--- src/rtl/vga_timing_pkg.sv ---
// Shared 640x480@60 timing constants and receiver FSM encoding.
// The VGA controller uses the same values.
package vga_timing_pkg;

  localparam int H_ACTIVE        = 640;
  localparam int H_SYNC          = 96;
  localparam int H_BP            = 48;
  localparam int H_TOTAL         = 800;
  localparam int V_ACTIVE        = 480;
  localparam int V_SYNC          = 2;
  localparam int V_BP            = 33;
  localparam int V_TOTAL         = 525;
  localparam int H_START         = H_SYNC + H_BP;   // 144
  localparam int V_START         = V_SYNC + V_BP;   // 35
  localparam int SYNC_ACTIVE_LOW = 1;
  localparam int LOCK_FRAMES     = 2;

  localparam int HCNT_W = 11;
  localparam int VCNT_W = 10;
  localparam int GOOD_W = 4;

  typedef enum logic [1:0] {
    ST_SEARCH = 2'd0,
    ST_CHECK  = 2'd1,
    ST_LOCKED = 2'd2
  } rx_state_e;

endpackage

--- src/rtl/vga_sync_receiver_if.sv ---
// Pixel-side bundle of the VGA receiver: incoming sync/colour pins and the
// coordinate-tagged pixel / timing status outputs.
interface vga_sync_receiver_if;
  logic        hsync_in;
  logic        vsync_in;
  logic [3:0]  r_in;
  logic [3:0]  g_in;
  logic [3:0]  b_in;
  logic        pix_valid;
  logic [10:0] h_pos;
  logic [9:0]  v_pos;
  logic [3:0]  r_out;
  logic [3:0]  g_out;
  logic [3:0]  b_out;
  logic [10:0] line_len;
  logic [9:0]  frame_lines;
  logic        locked;
  logic        err_pulse;

  modport master (
    output hsync_in, vsync_in, r_in, g_in, b_in,
    input  pix_valid, h_pos, v_pos, r_out, g_out, b_out,
    input  line_len, frame_lines, locked, err_pulse
  );

  modport slave (
    input  hsync_in, vsync_in, r_in, g_in, b_in,
    output pix_valid, h_pos, v_pos, r_out, g_out, b_out,
    output line_len, frame_lines, locked, err_pulse
  );
endinterface

--- src/rtl/vga_sync_edge.sv ---
// Two-stage sync sampler with polarity normalisation; edge_o flags the cycle
// where stage 2 becomes asserted while the previous stage-2 value was not.
module vga_sync_edge #(
  parameter bit ACTIVE_LOW = 1'b1
) (
  input  logic clk,
  input  logic rst_n,
  input  logic sync_i,
  output logic edge_o
);
  logic s1_q, s2_q, s3_q;

  always_ff @(posedge clk or negedge rst_n) begin
    if (!rst_n) begin
      s1_q <= 1'b0;
      s2_q <= 1'b0;
      s3_q <= 1'b0;
    end else begin
      s1_q <= sync_i;
      s2_q <= s1_q;
      s3_q <= s2_q;
    end
  end

  assign edge_o = (s2_q ^ ACTIVE_LOW) & ~(s3_q ^ ACTIVE_LOW);

endmodule

--- src/rtl/vga_sync_receiver.sv ---
// VGA receive front end: rebuilds pixel coordinates from hsync/vsync, checks
// line/frame timing and tags active pixels once timing is locked.
//   state     | meaning
//   ST_SEARCH | no lock, waiting for a vsync edge to start measuring
//   ST_CHECK  | counting consecutive good frames towards lock
//   ST_LOCKED | timing locked, active pixels flagged valid
module vga_sync_receiver #(
  parameter int H_ACTIVE        = vga_timing_pkg::H_ACTIVE,
  parameter int H_SYNC          = vga_timing_pkg::H_SYNC,
  parameter int H_BP            = vga_timing_pkg::H_BP,
  parameter int H_TOTAL         = vga_timing_pkg::H_TOTAL,
  parameter int V_ACTIVE        = vga_timing_pkg::V_ACTIVE,
  parameter int V_SYNC          = vga_timing_pkg::V_SYNC,
  parameter int V_BP            = vga_timing_pkg::V_BP,
  parameter int V_TOTAL         = vga_timing_pkg::V_TOTAL,
  parameter int SYNC_ACTIVE_LOW = vga_timing_pkg::SYNC_ACTIVE_LOW,
  parameter int LOCK_FRAMES     = vga_timing_pkg::LOCK_FRAMES
) (
  input  logic               clk,
  input  logic               rst_n,
  vga_sync_receiver_if.slave vid
);
  import vga_timing_pkg::*;

  localparam logic [HCNT_W-1:0] H_MAX_C   = '1;
  localparam logic [VCNT_W-1:0] V_MAX_C   = '1;
  localparam logic [HCNT_W-1:0] H_TOT_C   = HCNT_W'(H_TOTAL);
  localparam logic [VCNT_W-1:0] V_TOT_C   = VCNT_W'(V_TOTAL);
  localparam logic [HCNT_W-1:0] H_START_C = HCNT_W'(H_SYNC + H_BP);
  localparam logic [HCNT_W-1:0] H_END_C   = HCNT_W'(H_SYNC + H_BP + H_ACTIVE);
  localparam logic [VCNT_W-1:0] V_START_C = VCNT_W'(V_SYNC + V_BP);
  localparam logic [VCNT_W-1:0] V_END_C   = VCNT_W'(V_SYNC + V_BP + V_ACTIVE);
  localparam logic [GOOD_W-1:0] LOCK_C    = GOOD_W'(LOCK_FRAMES);

  logic              hs_edge, vs_edge;
  logic [11:0]       rgb1_q, rgb2_q;
  logic [HCNT_W-1:0] hcnt_q, hcnt_d, hlen;
  logic [VCNT_W-1:0] vcnt_q, vcnt_d, vlen;
  logic              bad_line_q, bad_line_d;
  logic              line_bad, timeout, frame_good, in_win, pix_d;
  rx_state_e         state_q, state_d;
  logic [GOOD_W-1:0] good_cnt_q, good_cnt_d;
  logic              err_d;

  logic              pix_valid_q, locked_q, err_pulse_q;
  logic [HCNT_W-1:0] h_pos_q, line_len_q;
  logic [VCNT_W-1:0] v_pos_q, frame_lines_q;
  logic [11:0]       rgb_out_q;

  vga_sync_edge #(.ACTIVE_LOW(SYNC_ACTIVE_LOW != 0)) u_hs_edge (
    .clk    (clk),
    .rst_n  (rst_n),
    .sync_i (vid.hsync_in),
    .edge_o (hs_edge)
  );

  vga_sync_edge #(.ACTIVE_LOW(SYNC_ACTIVE_LOW != 0)) u_vs_edge (
    .clk    (clk),
    .rst_n  (rst_n),
    .sync_i (vid.vsync_in),
    .edge_o (vs_edge)
  );

  // hcnt_d/vcnt_d are the coordinates of the pixel currently in stage 2
  always_comb begin
    hcnt_d = hcnt_q;
    vcnt_d = vcnt_q;
    hlen   = (hcnt_q == H_MAX_C) ? H_MAX_C : hcnt_q + 1'b1;
    vlen   = (vcnt_q == V_MAX_C) ? V_MAX_C : vcnt_q + 1'b1;
    if (hs_edge)               hcnt_d = '0;
    else if (hcnt_q != H_MAX_C) hcnt_d = hcnt_q + 1'b1;
    if (vs_edge)                           vcnt_d = '0;
    else if (hs_edge && vcnt_q != V_MAX_C) vcnt_d = vcnt_q + 1'b1;
  end

  assign line_bad   = hs_edge && (hlen != H_TOT_C);
  assign timeout    = !hs_edge && (hcnt_q == H_MAX_C - 1'b1);
  assign frame_good = (vlen == V_TOT_C) && !bad_line_q && !line_bad;
  assign bad_line_d = vs_edge ? 1'b0 : (bad_line_q | line_bad);

  always_comb begin
    state_d    = state_q;
    good_cnt_d = good_cnt_q;
    err_d      = 1'b0;
    case (state_q)
      ST_SEARCH: begin
        if (vs_edge) begin
          state_d    = ST_CHECK;
          good_cnt_d = '0;
        end
      end
      ST_CHECK: begin
        if (timeout || (vs_edge && !frame_good)) begin
          state_d = ST_SEARCH;
          err_d   = 1'b1;
        end else if (vs_edge) begin
          if (good_cnt_q + 1'b1 == LOCK_C) state_d = ST_LOCKED;
          else                             good_cnt_d = good_cnt_q + 1'b1;
        end
      end
      ST_LOCKED: begin
        if (timeout || line_bad || (vs_edge && !frame_good)) begin
          state_d = ST_SEARCH;
          err_d   = 1'b1;
        end
      end
      default: state_d = ST_SEARCH;
    endcase
  end

  assign in_win = (hcnt_d >= H_START_C) && (hcnt_d < H_END_C) &&
                  (vcnt_d >= V_START_C) && (vcnt_d < V_END_C);
  // next-state lock so pixels after a violation on the same line drop out
  assign pix_d  = (state_d == ST_LOCKED) && in_win;

  always_ff @(posedge clk or negedge rst_n) begin
    if (!rst_n) begin
      rgb1_q        <= '0;
      rgb2_q        <= '0;
      hcnt_q        <= '0;
      vcnt_q        <= '0;
      bad_line_q    <= 1'b0;
      state_q       <= ST_SEARCH;
      good_cnt_q    <= '0;
      pix_valid_q   <= 1'b0;
      h_pos_q       <= '0;
      v_pos_q       <= '0;
      rgb_out_q     <= '0;
      line_len_q    <= '0;
      frame_lines_q <= '0;
      locked_q      <= 1'b0;
      err_pulse_q   <= 1'b0;
    end else begin
      rgb1_q      <= {vid.r_in, vid.g_in, vid.b_in};
      rgb2_q      <= rgb1_q;
      hcnt_q      <= hcnt_d;
      vcnt_q      <= vcnt_d;
      bad_line_q  <= bad_line_d;
      state_q     <= state_d;
      good_cnt_q  <= good_cnt_d;
      pix_valid_q <= pix_d;
      h_pos_q     <= pix_d ? hcnt_d - H_START_C : '0;
      v_pos_q     <= pix_d ? vcnt_d - V_START_C : '0;
      rgb_out_q   <= pix_d ? rgb2_q : '0;
      if (hs_edge) line_len_q    <= hlen;
      if (vs_edge) frame_lines_q <= vlen;
      locked_q    <= (state_d == ST_LOCKED);
      err_pulse_q <= err_d;
    end
  end

  assign vid.pix_valid   = pix_valid_q;
  assign vid.h_pos       = h_pos_q;
  assign vid.v_pos       = v_pos_q;
  assign vid.r_out       = rgb_out_q[11:8];
  assign vid.g_out       = rgb_out_q[7:4];
  assign vid.b_out       = rgb_out_q[3:0];
  assign vid.line_len    = line_len_q;
  assign vid.frame_lines = frame_lines_q;
  assign vid.locked      = locked_q;
  assign vid.err_pulse   = err_pulse_q;

endmodule

--- src/flat_wrapper.sv ---
// flat-port wrapper written by rule: the top's interface ports become plain ports
module vga_sync_receiver_flat import vga_timing_pkg::*;
#(
  parameter int H_ACTIVE        = vga_timing_pkg::H_ACTIVE,
  parameter int H_SYNC          = vga_timing_pkg::H_SYNC,
  parameter int H_BP            = vga_timing_pkg::H_BP,
  parameter int H_TOTAL         = vga_timing_pkg::H_TOTAL,
  parameter int V_ACTIVE        = vga_timing_pkg::V_ACTIVE,
  parameter int V_SYNC          = vga_timing_pkg::V_SYNC,
  parameter int V_BP            = vga_timing_pkg::V_BP,
  parameter int V_TOTAL         = vga_timing_pkg::V_TOTAL,
  parameter int SYNC_ACTIVE_LOW = vga_timing_pkg::SYNC_ACTIVE_LOW,
  parameter int LOCK_FRAMES     = vga_timing_pkg::LOCK_FRAMES
)
  (clk, rst_n, vid_hsync_in, vid_vsync_in, vid_r_in, vid_g_in, vid_b_in, vid_pix_valid, vid_h_pos, vid_v_pos, vid_r_out, vid_g_out, vid_b_out, vid_line_len, vid_frame_lines, vid_locked, vid_err_pulse);
  vga_sync_receiver_if vid_i ();
  input  logic clk;
  input  logic rst_n;
  input wire logic [$bits(vid_i.hsync_in)-1:0] vid_hsync_in;
  input wire logic [$bits(vid_i.vsync_in)-1:0] vid_vsync_in;
  input wire logic [$bits(vid_i.r_in)-1:0] vid_r_in;
  input wire logic [$bits(vid_i.g_in)-1:0] vid_g_in;
  input wire logic [$bits(vid_i.b_in)-1:0] vid_b_in;
  output wire logic [$bits(vid_i.pix_valid)-1:0] vid_pix_valid;
  output wire logic [$bits(vid_i.h_pos)-1:0] vid_h_pos;
  output wire logic [$bits(vid_i.v_pos)-1:0] vid_v_pos;
  output wire logic [$bits(vid_i.r_out)-1:0] vid_r_out;
  output wire logic [$bits(vid_i.g_out)-1:0] vid_g_out;
  output wire logic [$bits(vid_i.b_out)-1:0] vid_b_out;
  output wire logic [$bits(vid_i.line_len)-1:0] vid_line_len;
  output wire logic [$bits(vid_i.frame_lines)-1:0] vid_frame_lines;
  output wire logic [$bits(vid_i.locked)-1:0] vid_locked;
  output wire logic [$bits(vid_i.err_pulse)-1:0] vid_err_pulse;
  assign vid_i.hsync_in = vid_hsync_in;
  assign vid_i.vsync_in = vid_vsync_in;
  assign vid_i.r_in = vid_r_in;
  assign vid_i.g_in = vid_g_in;
  assign vid_i.b_in = vid_b_in;
  assign vid_pix_valid = vid_i.pix_valid;
  assign vid_h_pos = vid_i.h_pos;
  assign vid_v_pos = vid_i.v_pos;
  assign vid_r_out = vid_i.r_out;
  assign vid_g_out = vid_i.g_out;
  assign vid_b_out = vid_i.b_out;
  assign vid_line_len = vid_i.line_len;
  assign vid_frame_lines = vid_i.frame_lines;
  assign vid_locked = vid_i.locked;
  assign vid_err_pulse = vid_i.err_pulse;
  vga_sync_receiver #(.H_ACTIVE(H_ACTIVE), .H_SYNC(H_SYNC), .H_BP(H_BP), .H_TOTAL(H_TOTAL), .V_ACTIVE(V_ACTIVE), .V_SYNC(V_SYNC), .V_BP(V_BP), .V_TOTAL(V_TOTAL), .SYNC_ACTIVE_LOW(SYNC_ACTIVE_LOW), .LOCK_FRAMES(LOCK_FRAMES)) u_core (.clk(clk), .rst_n(rst_n), .vid(vid_i));
endmodule
--- config.mk ---
export PLATFORM = sky130hd
export DESIGN_NAME = vga_sync_receiver_flat
export DESIGN_NICKNAME = d
export VERILOG_FILES = /design/src/rtl/vga_timing_pkg.sv /design/src/rtl/vga_sync_receiver_if.sv /design/src/rtl/vga_sync_edge.sv /design/src/rtl/vga_sync_receiver.sv /design/src/flat_wrapper.sv
export SDC_FILE = /design/constraint.sdc
export NUM_CORES = 1
export LEC_CHECK = 0
export ABC_AREA = 1
export CAP_MARGIN = 0
export CORE_MARGIN = 5
export CORE_UTILIZATION = 45
export DETAILED_ROUTE_END_ITERATION = 8
export PLACE_DENSITY = 0.78
export SYNTH_ARGS = -nofsm -noshare
export SYNTH_HDL_FRONTEND = slang
export SYNTH_SLANG_ARGS = --single-unit
--- constraint.sdc ---
create_clock -name clk -period 7.3 [get_ports clk]
set_input_delay 2.19 -clock clk [delete_from_list [all_inputs] [get_ports clk]]
set_output_delay 2.19 -clock clk [all_outputs]
set_load 0.02 [all_outputs]
# Word-level counts from Yosys, hierarchy flattened
# Cells that the tools add are included.
# totals
mem_bits_ro	0
reg_bits	115
latchBits	0
n_memories	0
ramBits	0
# op_classes
n_eq_ne	15
n_reduce_logical	20
multipliers	0
div	0
n_shift	0
muxes	24
addsub	5
n_bitwise	5
order_cmp	4
# ops
operator	count
11-bit two-way mux	4
10-bit two-way mux	4
11-bit equality test, second input constant	2
10-bit equality test, second input constant	2
4-bit two-way mux	4
12-bit two-way mux	1
11-bit by 1-bit adder with 11-bit output, second input constant	1
11-bit by 8-bit greater-or-equal comparator with 1-bit output, second input constant	1
11-bit by 10-bit less-than comparator with 1-bit output, second input constant	1
11-bit by 10-bit != test with 1-bit output, second input constant	1
11-bit != test, second input constant	1
11-bit by 8-bit subtractor with 11-bit output, second input constant	1
10-bit by 1-bit adder with 10-bit output, second input constant	1
10-bit by 6-bit greater-or-equal comparator with 1-bit output, second input constant	1
1-bit logical AND	10
10-bit less-than comparator, second input constant	1
2-bit two-way mux	5
10-bit != test, second input constant	1
10-bit by 6-bit subtractor with 10-bit output, second input constant	1
4-bit case mux with 2 select lines	1
2-bit case mux with 3 select lines	1
5-bit AND reduction	1
4-bit by 1-bit adder with 4-bit output, second input constant	1
2-bit equality test, second input constant	2
other kinds (13)	24

# Longest topological paths before layout
# logic_depth
word_depth	14
ltp_mapped	20
ltp_nobuf	19

# Hierarchy
# Synthesis repeated with hierarchy kept, for this count alone.
# unflattened
cells_unflattened	531
area_unflattened_um2	5028.6
# modules_own_cells
mod	instances	area_per_inst_um2	seq_area_each_um2	cells_each
vga_sync_receiver	1	4858.4	2727.6	521
vga_sync_edge	2	85.1	75.1	5

# Least setup slack after synthesis
# OpenSTA, ideal clock, no wires.
# synth_timing
path_type	flip-flop to flip-flop
startpoint	register u_core.vcnt_q[0]
endpoint	register u_core.rgb_out_q[10]
synth_period_minus_slack_ns	2.702
arrival_ns	2.633
slack_ns	4.598
path_stages_with_launch	19
required_ns	7.231
cell_sequence	dfrtp_1 ha_1 nand2_2 nor2_2 nand3_2 nand2_4 nor2_1 or3_1 inv_1 ha_1 inv_1 nand3_2 nor2_2 nor2_1 nor2_1 nor2_2 nand4_4 buf_6 nor2_2
# synth_via
word_cells_on_any_way	24
classes_between	add/sub (1); order compare (2); eq/ne (4); mux (7); reduce/logical (10)
# synth_lines
item	line_no	text
start: declaration	vga_sync_receiver.sv:38	logic [VCNT_W-1:0] vcnt_q, vcnt_d, vlen;
start signal: assignment	vga_sync_receiver.sv:137	vcnt_q <= vcnt_d;
parallel branches: the longest is 2 deep, another holds 10-bit by 1-bit adder with 10-bit output	--	
10-bit two-way mux (*)	vga_sync_receiver.sv:73	else if (hs_edge && vcnt_q != V_MAX_C) vcnt_d = vcnt_q + 1'b1;
10-bit two-way mux (*)	vga_sync_receiver.sv:72	if (vs_edge) vcnt_d = '0;
named net u_core.vcnt_d[1]	vga_sync_receiver.sv:38	
10-bit by 6-bit greater-or-equal comparator with 1-bit output	vga_sync_receiver.sv:112	(vcnt_d >= V_START_C) && (vcnt_d < V_END_C);
1-bit logical AND	vga_sync_receiver.sv:111	assign in_win = (hcnt_d >= H_START_C) && (hcnt_d < H_END_C) &&
1-bit logical AND (*)	vga_sync_receiver.sv:112	
1-bit logical AND (*)	vga_sync_receiver.sv:114	assign pix_d = (state_d == ST_LOCKED) && in_win;
12-bit two-way mux (*)	vga_sync_receiver.sv:144	rgb_out_q <= pix_d ? rgb2_q : '0;
end signal: assignment	vga_sync_receiver.sv:144	
end: declaration	vga_sync_receiver.sv:48	logic [11:0] rgb_out_q;
# Mark *: on every way through the listed nets, which the timed path passes.
# A chain may end at the register's enable or synchronous reset.

# Final worst setup path
# layout_timing
startpoint	register u_core.line_len_q[8], in the netlist u_core.vid.line_len[8]
endpoint	output port vid_line_len[8]
# layout_lines
item	line_no	text
start: declaration	vga_sync_receiver.sv:46	logic [HCNT_W-1:0] h_pos_q, line_len_q;
start signal: assignment	vga_sync_receiver.sv:145	if (hs_edge) line_len_q <= hlen;
end: declaration	flat_wrapper.sv:30	output wire logic [$bits(vid_i.line_len)-1:0] vid_line_len;
# No word-level cell between the ends.

==> qor.yml <==
run_status: "complete, no violations"
grt_first_pass_wirelength_mm: 18.7
timing.critical_path.buf_inv: 1
cts_num_sinks: 115
end_kind: "output port"
pwr_density_cell_nw_per_um2: 286
globalRouteOverflowTotal: 0
area.sequential_sq_um: 2880
synth_top_cell_by_area: "dfrtp_1"
cpPeakStageDelay_ns: 0.64
max_slew_margin_pct: 47.8
final.fill_count: 914
path_class: "reg2out"
worst_hold_path_type: "reg2reg"
cp_top_family: "buffers and inverters"
synthCells: 557
hold_path.startpoint: "u_core.rgb1_q[2]$_DFF_PN0_"
synth.yosys.seq_area_share_pct: 56.9
critPathArrivalTime_ns: 1.43
chipWidth_microns: 116
synthesis.area_per_instance_sq_um: 9.08
net_total_in_the_final_layout: 670
crit_chain: "clkdlybuf4s50_1"
placement.io_buffers: 72
postLayoutCoreUtil_pct: 59.4
initial_core_util_pct: 46.2
hold_slack_ns: 0.346
timing.final.crit_share_pct: 49.5
r2r_end: "u_core.vid.h_pos[4]$_DFF_PN0_"
postSynthNetCount: 586
synth_warnings: 0
ctsHtreeMaxLevel: 4
detailedPlacementHpwl_mm: 7.41
route.detailed.drc: 0
post_synth_fa_ha_maj_area_fraction_pct: 3.22
globalplace.congestion: 0.887
synthTopCellsByCount: "dfrtp_1 (115), nand2_1 (112), inv_1 (88), nor2_1 (79), nand3_1 (31)"
synthMostInstantiatedCell: "dfrtp_1"
final_worst_clock_skew_ns: 0.0102
final_hold_viol_count: 0
max_clock_freq_ghz: 0.277
synth_top_cells_by_area: "dfrtp_1 (57%), nand2_1 (8.3%), inv_1 (6.5%)"
post_synth_mux_area_share_pct: 0
core_region_area_sq_um: 10900
multiInputGateArea_sq_um: 1780
timing.final.max_slew_violations: 0
total_of_flip_flops_plus_latches_after_synthesis: 115
tightestPinTransition_ns: 0.783
cts.path.max_buffers: 2
area_growth_pct: 28.4
ys_dominant_reg_cell: "dfrtp_1"
route.final.wire_length_mm: 10.9
asyncSetResetFlopFracSynth_pct: 100
leakage_nw: 3.30
synth_compound_area_share_pct: 5.67
worst_ep_required_time_ns: 5.11
netlist-cell-type-count: 35
setup_viol: 0
hold_depth: 0
firstDrtPassIters: 5
num_io_pins: 73
synth.top_cell.area_share_pct: 56.9
postRouteAntennaNets: 0
reg2reg_depth: 17
routedWlPerCell_microns: 13.8
xor_xnor_share_of_the_synthesized_area_pct: 2.60
largest_family_of_logic_cells_by_synthesized_area: "simple AND/OR/NAND/NOR gates"
clock_transition_at_the_registers_of_the_reported_paths_ns: 0.05
vdd_ir_drop_max_v: 0.000198
first_global_vias: 3940
vias_per_cell: 4.91
setup.worst_path.start_class: "flip-flop"
worstSkewPairLatency_ns: 0.41
synth_enable_flop_cells: 0
syn_area_sq_um: 5060
r2r_start: "u_core.vcnt_q[1]$_DFF_PN0_"
cts-buffers-inserted: 17
tritoncts_clock_tree: "built"
rsz0062_at_grt: "false"
hold_endpoint: "u_core.rgb2_q[2]$_DFF_PN0_"
final_tns_setup_ns: 0
antenna-diode-count: 0
floorplan.die_area_sq_um: 13500
drive_gt1_share_pct: 10.7
cts_setup_buffers: 0
root_buffer: "clkbuf_16"
globalRouteTotalUtil_pct: 17.5
setup.reg_to_reg.worst_slack_ns: 3.74
vertical_die_dimension_microns: 116
final_period_minus_worst_setup_slack_ns: 3.62
route.vias.total: 3902
row_count: 38
post_cts_hold_buffer_count: 0
timing.critical_path.fanout_max: 2
crit_path_slowest_cell: "clkdlybuf4s50_1"
cts_resized: 0
drt_first_iter_violations: 366
synth_simple_gate_area_share_pct: 23.8
max_cap_viol_count: 0
grt_max_degree: 65
antenna_found_initial: 0
## cells by family after synthesis
logic type	count (synthesis)
flops	115
buf+inv	99
xor+xnor	15
compound gates	47
simple gates	268
fa+ha+maj	13
## power by group
group	internal [mW]	leakage, nW	total [mW]	switching [mW]
Sequential	0.693	1.48	0.739	0.0461
Clock	0.505	0.281	0.799	0.294
Combinational	0.123	1.54	0.321	0.198
Total	1.32	3.30	1.86	0.538
## worst max path at each step
stage,start,to,depth (start not counted)
2_1_floorplan,u_core.vcnt_q[0]$_DFF_PN0_,u_core.rgb_out_q[10]$_DFF_PN0_,18
3_3_place_gp,rst_n,u_core.vid.h_pos[5]$_DFF_PN0_,2
3_5_place_dp,rst_n,u_core.vid.h_pos[4]$_DFF_PN0_,2
4_1_cts,u_core.vid.line_len[8]$_DFFE_PN0P_,vid_line_len[8],1
5_1_grt,u_core.vcnt_q[1]$_DFF_PN0_,u_core.vid.h_pos[0]$_DFF_PN0_,19
6_report,u_core.vid.line_len[8]$_DFFE_PN0P_,vid_line_len[8],1
## sequential cells by signal, indices dropped and copies added (netlist names)
signal	count
u_core.rgb_out_q	12
u_core.vid.locked	1
u_core.bad_line_q	1
u_core.vid.v_pos	10
u_core.rgb1_q	12
u_core.vid.line_len	11
u_core.rgb2_q	12
u_core.state_q	2
u_core.vid.err_pulse	1
u_core.u_vs_edge.s1_q	1
u_core.u_hs_edge.s3_q	1
u_core.vid.h_pos	11
u_core.u_hs_edge.s2_q	1
u_core.good_cnt_q	4
u_core.u_vs_edge.s2_q	1
u_core.vid.frame_lines	10
u_core.vid.pix_valid	1
u_core.hcnt_q	11
u_core.vcnt_q	10
u_core.u_hs_edge.s1_q	1
u_core.u_vs_edge.s3_q	1
## per-layer routing
metal	share of wire, %	wire length, microns	vias up	global-route usage [%]
met2	49	5380	114	29.0
met5	0	0	-	0
met1	45	4880	1873	23.0
met3	5.1	562	12	3.86
li1	-	-	1903	-
met4	1.2	131	0	5.80
## metrics by stage
stage | worst slack, ns | cells | power (mW) | instance area, sq um
floorplan | 4.60 | 557 | 0.946 | 5060
global placement | 3.83 | 762 | 1.06 | 5910
detailed placement | 3.78 | 762 | 1.07 | 5910
CTS | 3.67 | 794 | 1.88 | 6490
global route | 3.40 | 794 | 1.96 | 6490
finish | 3.68 | 794 | 1.86 | 6490
## layout make-up
type / instances / share of cell area (%)
Clock buffer: 18 / 6.61
Clock inverter: 14 / 2.39
Inverter: 90 / 5.24
Multi-Input combinational cell: 343 / 27.4
Sequential cell: 115 / 44.3
Tap cell: 140 / 2.70
Timing Repair Buffer: 74 / 11.3
## layout by cell type, fill, tap and decap left out, types with 2 or more instances in the layout
cell type and instances:
a21oi_1 12, a21oi_2 2, a31oi_1 8, buf_4 3, bufinv_16 2, clkbuf_16 17
clkdlybuf4s50_1 71, clkinv_2 2, clkinv_4 6, clkinvlp_4 2, dfrtp_1 115, ha_1 13
inv_1 88, inv_6 2, nand2_1 112, nand3_1 31, nand3_2 5, nand3b_1 3
nand4_1 9, nor2_1 79, nor2_2 21, nor3_1 2, o211ai_1 3, o21ai_0 14
o21ai_1 2, xnor2_1 2, xor2_1 13
No activity file was read; power rests on OpenSTA's default activity.
